### src/rtl/morra_controller.sv
// Sequencer/arbiter in front of the MorraCinese game FSM: collects both players' moves, issues them as a pair, captures results.
// Optional move timeout is compiled in with `define MORRA_TIMEOUT_EN.
module morra_controller #(
  parameter int TIMEOUT_CYC = 255,
  parameter int CNT_W       = 5
) (
  input  logic             clk,
  input  logic             RST,
  input  logic             START,
  input  logic [3:0]       CFG,
  input  logic             P1_VALID,
  input  logic [1:0]       P1_MOVE,
  output logic             P1_READY,
  input  logic             P2_VALID,
  input  logic [1:0]       P2_MOVE,
  output logic             P2_READY,
  output logic             G_INIZIO,
  output logic [1:0]       G_PRIMO,
  output logic [1:0]       G_SECONDO,
  input  logic [1:0]       G_MANCHE,
  input  logic [1:0]       G_PARTITA,
  output logic             RIS_VALID,
  output logic [1:0]       RIS_MANCHE,
  output logic [1:0]       RIS_PARTITA,
  output logic [CNT_W-1:0] N_MANCHE,
  output logic             BUSY,
  output logic             ERR
);

  typedef enum logic [2:0] {
    IDLE,
    CONFIG,
    WAIT,
    ISSUE,
    CAPTURE
  } state_t;

  state_t state, state_next;

  logic       full1, full2;
  logic [1:0] move1, move2;
  logic       xfer1, xfer2;

  if (TIMEOUT_CYC < 1) begin : g_bad_timeout
    $error("morra_controller: TIMEOUT_CYC must be at least 1");
  end

  assign P1_READY = (state == WAIT) && !full1;
  assign P2_READY = (state == WAIT) && !full2;
  assign xfer1    = P1_VALID && P1_READY;
  assign xfer2    = P2_VALID && P2_READY;
  assign BUSY     = (state != IDLE);

`ifdef MORRA_TIMEOUT_EN
  localparam int TW = (TIMEOUT_CYC > 1) ? $clog2(TIMEOUT_CYC + 1) : 1;

  logic [TW-1:0] tmo_cnt;
  logic          one_full;
  logic          tmo_hit;
  logic          err_q;

  assign one_full = full1 ^ full2;
  assign tmo_hit  = (state == WAIT) && !START && one_full && !xfer1 && !xfer2 &&
                    (tmo_cnt == TW'(TIMEOUT_CYC - 1));

  // Counts how long a lone move has been waiting for its partner.
  always_ff @(posedge clk or posedge RST) begin
    if (RST) begin
      tmo_cnt <= '0;
      err_q   <= 1'b0;
    end else begin
      err_q <= tmo_hit;
      if ((state != WAIT) || xfer1 || xfer2 || !one_full || tmo_hit)
        tmo_cnt <= '0;
      else
        tmo_cnt <= tmo_cnt + 1'b1;
    end
  end

  assign ERR = err_q;
`else
  assign ERR = 1'b0;
`endif

  always_ff @(posedge clk or posedge RST) begin
    if (RST)
      state <= IDLE;
    else
      state <= state_next;
  end

  // START outside IDLE/CONFIG aborts whatever game is in flight.
  always_comb begin
    state_next = state;
    G_INIZIO   = 1'b0;
    G_PRIMO    = 2'b00;
    G_SECONDO  = 2'b00;
    case (state)
      IDLE: begin
        if (START)
          state_next = CONFIG;
      end
      CONFIG: begin
        G_INIZIO   = 1'b1;
        G_PRIMO    = CFG[3:2];
        G_SECONDO  = CFG[1:0];
        state_next = WAIT;
      end
      WAIT: begin
        if (START)
          state_next = CONFIG;
        else if ((full1 || xfer1) && (full2 || xfer2))
          state_next = ISSUE;
      end
      ISSUE: begin
        G_PRIMO   = move1;
        G_SECONDO = move2;
        if (START)
          state_next = CONFIG;
        else
          state_next = CAPTURE;
      end
      CAPTURE: begin
        if (START)
          state_next = CONFIG;
        else if (G_PARTITA != 2'b00)
          state_next = IDLE;
        else
          state_next = WAIT;
      end
      default: state_next = IDLE;
    endcase
  end

  // Move slots, result capture and manche counter.
  always_ff @(posedge clk or posedge RST) begin
    if (RST) begin
      full1       <= 1'b0;
      full2       <= 1'b0;
      move1       <= 2'b00;
      move2       <= 2'b00;
      RIS_VALID   <= 1'b0;
      RIS_MANCHE  <= 2'b00;
      RIS_PARTITA <= 2'b00;
      N_MANCHE    <= '0;
    end else begin
      RIS_VALID <= 1'b0;
      case (state)
        CONFIG: begin
          full1    <= 1'b0;
          full2    <= 1'b0;
          N_MANCHE <= '0;
        end
        WAIT: begin
          if (START) begin
            full1 <= 1'b0;
            full2 <= 1'b0;
          end else begin
            if (xfer1) begin
              full1 <= 1'b1;
              move1 <= P1_MOVE;
            end
            if (xfer2) begin
              full2 <= 1'b1;
              move2 <= P2_MOVE;
            end
`ifdef MORRA_TIMEOUT_EN
            if (tmo_hit) begin
              full1 <= 1'b0;
              full2 <= 1'b0;
            end
`endif
          end
        end
        ISSUE: begin
          full1 <= 1'b0;
          full2 <= 1'b0;
        end
        CAPTURE: begin
          if (!START) begin
            RIS_MANCHE  <= G_MANCHE;
            RIS_PARTITA <= G_PARTITA;
            RIS_VALID   <= 1'b1;
            if ((G_MANCHE != 2'b00) && (N_MANCHE != {CNT_W{1'b1}}))
              N_MANCHE <= N_MANCHE + 1'b1;
          end
        end
        default: ;
      endcase
    end
  end

endmodule

### config.mk
export PLATFORM = sky130hd
export DESIGN_NAME = morra_controller
export DESIGN_NICKNAME = d
export VERILOG_FILES = /design/src/rtl/morra_controller.sv
export SDC_FILE = /design/constraint.sdc
export NUM_CORES = 1
export LEC_CHECK = 0
export CAP_MARGIN = 20
export CORE_MARGIN = 2
export CORE_UTILIZATION = 43
export DETAILED_ROUTE_END_ITERATION = 10
export PLACE_DENSITY = 0.78
export SLEW_MARGIN = 10
export SYNTH_ARGS = -nofsm -noshare
export SYNTH_HDL_FRONTEND = slang
export SYNTH_SLANG_ARGS = --single-unit
### constraint.sdc
create_clock -name clk -period 2.3 [get_ports clk]
set_input_delay 0.69 -clock clk [delete_from_list [all_inputs] [get_ports clk]]
set_output_delay 0.69 -clock clk [all_outputs]
set_load 0.05 [all_outputs]
==> results.yml <==
run_status:
  status: "completed"
yosys:
  syn_nets: 109
  synth_top_area_share_pct: 48.8
  syn_area_sq_um: 973
  yosysWarningCount: 0
  avgSynthCellArea_sq_um: 10.8
  yosys.area.top_type: "dfrtp_1"
  ys_ff_latch: 19
  synth.yosys.seq_area_share_pct: 48.8
  synthTopCellsByArea: "dfrtp_1, mux2_2, mux2i_1"
  synthCells: 90
  synth_cell_types: 34
drt:
  first_iter_violations: 21
  num_vias: 867
  vias_per_cell: 5.45
  ant_nets: 0
  drc: 0
  firstDrtPassIters: 4
  wl_per_cell_um: 13.6
  wirelength_mm: 2.17
worst_setup_path:
  crit_fanout: 1
  critPathMaxStageDelay_ns: 0.46
  critPathLaunchType: "input pin"
  r2r_setup_slack_ns: 0.28
  crit_required_ns: 1.61
  worstPathCellList: "clkdlybuf4s50_1 -> mux2i_1 -> nor2_1 -> buf_12"
  critPathCaptureType: "output port"
  worst_ep_arrival_time_ns: 1.57
  slowest_stage: "clkdlybuf4s50_1"
  crit_family: "buffers and inverters"
  worstSetupPathType: "input pin to output port"
  path_buf_inv: 2
pwr:
  power_density_nw_per_um2: 1240
  p_total_mw: 1.85
  power.share.switching_pct: 44.8
  cellLeakagePower_nw: 0.685
  p_clk_share_pct: 9.0
  pwr-share-seq_pct: 28.0
  p_int_mw: 1.02
  switchingPower_uw: 830
  peakVddDrop_uv: 852
  power_frac_comb_pct: 63.0
sta:
  whs_ns: 0.521
  skew_ns: 0.00252
  tns_ns: 0
  min_period_over_period_pct: 98.2
  rsz0062_at_grt: "no"
  tightestPinTransition_ns: 0.504
  period_needed_ns: 2.26
  relSlewSlack_pct: 66.3
  hold_viol: 0
  setup_viol_count_final: 0
  setup_ws_ns: 0.0421
  fmax_ghz: 0.443
  final-max-slew-violation-count: 0
clock_network:
  cts-htree-levels: 1
  cts_hold_buffers: 0
  root_buffer: "clkbuf_4"
  cts_tree: "yes"
  clk-insertion-delay-late_ns: 0.29
  cts.sinks: 19
  clkTransAtPathRegs_ns: 0.11
  cts_made_buffers: 3
  cts.path.max_buffers: 2
place:
  dp.cells: 153
  port_buffers: 34
  dp_hpwl_mm: 1.68
  place_area_sq_um: 1440
  gp_congestion: 0.794
  pre_cts_ws_ns: -0.0892
finish:
  drive_gt1_share_pct: 26.0
  fin_area_sq_um: 1490
  fillCellCount: 183
  layout_common_cells: "clkdlybuf4s50_1, dfrtp_1, mux2_2, buf_4, buf_12"
  utilization_pct: 68.7
  finalNonFillerCells: 159
  final_common_cell: "clkdlybuf4s50_1"
  syn_to_final_growth_pct: 53.1
  nNetsFinal: 151
  n_antenna_cell: 0
global_route:
  grt_usage_pct: 18.6
  grt_overflow_total: 0
  grt_max_degree: 20
  grt_pass1_wl_mm: 3.78
  grt_antenna_before_repair: 0
  grt_pass1_vias: 893
floorplanning:
  die_x_um: 51.6
  die_h_um: 51.6
  ios: 36
  core_sq_um: 2170
  start_util_pct: 44.9
  fp-row-count: 17
  die-area_sq_um: 2660
min_path:
  hold_path_class: "register to register"
job:
  maxCapViolCount: 0
metal layers:
metal | part of all wire, % | track usage (%) | routed length, um | up-vias
met5 | 0 | 0 | 0 | -
met4 | 0.23 | 5.70 | 5 | 0
met3 | 7.7 | 4.31 | 166 | 2
met2 | 52 | 34.4 | 1130 | 34
met1 | 40 | 21.0 | 865 | 422
li1 | - | - | - | 409
cells by family after synthesis:
logic type | share of synthesized area [%]
adder cells (fa/ha/maj) | 2.57
AO/OA/AOI/OAI | 12.2
other | 0.385
multiplexers | 15.6
AND/OR/NAND/NOR | 15.8
flip-flops | 48.8
buffers and inverters | 4.63
Yosys cell counts (all sizes together):
cell,number
dfrtp,19
mux2,9
inv,6
nor2,6
mux2i,5
o21ai,4
clkbuf,3
nand2,3
a22oi,2
and3,2
buf,2
ha,2
nand2b,2
nand4b,2
nor3,2
o21bai,2
o31ai,2
or3,2
a21oi,1
a22o,1
and2,1
conb,1
nand3,1
nor2b,1
nor3b,1
o211ai,1
o22ai,1
o311ai,1
o32ai,1
o41ai,1
or3b,1
or4,1
or4b,1
power by group through the flow:
stage / logic, mW / registers, mW / clock network (mW)
finish: 1.17 / 0.519 / 0.166
detailed placement: 1.13 / 0.533 / 0
global route: 1.23 / 0.531 / 0.191
global placement: 1.11 / 0.526 / 0
floorplan: 0.548 / 0.647 / 0
CTS: 1.13 / 0.527 / 0.172
area by class of cell:
cell class	count	area, sq um	share of cell area (%)
repair buffers	42	470	31.6
flip-flops and latches	19	477	32.0
inverters	6	22.5	1.51
clock buffers	3	22.5	1.51
multi-input cells	60	458	30.7
well taps	28	35.0	2.35
clock inverters	1	5.00	0.336
worst paths after layout:
| check | startpoint | cells after the start | to |
|---|---|---|---|
| worst max-delay path | CFG[3] | 4 | G_PRIMO[1] |
| worst min-delay path | RIS_PARTITA[0] | 1 | RIS_PARTITA[0] |
| worst max register to register | N_MANCHE[0] | 6 | N_MANCHE[3] |
| worst min register to register | RIS_PARTITA[0] | 1 | RIS_PARTITA[0] |
| max in group asynchronous | RST | 3 | state[1] |
| min in group asynchronous | RST | 3 | RIS_VALID |
flip-flops by register name (all words and copies together), names as in the netlist:
name,cells
RIS_MANCHE,2
move1,2
N_MANCHE,5
full2,1
move2,2
RIS_VALID,1
full1,1
RIS_PARTITA,2
state,3
timing repair:
action | CTS | global route
setup buffers | 0 | 2
gates resized for setup | 0 | 4
setup endpoints to repair | 0 | 4
(Power assumes the default switching activity.)
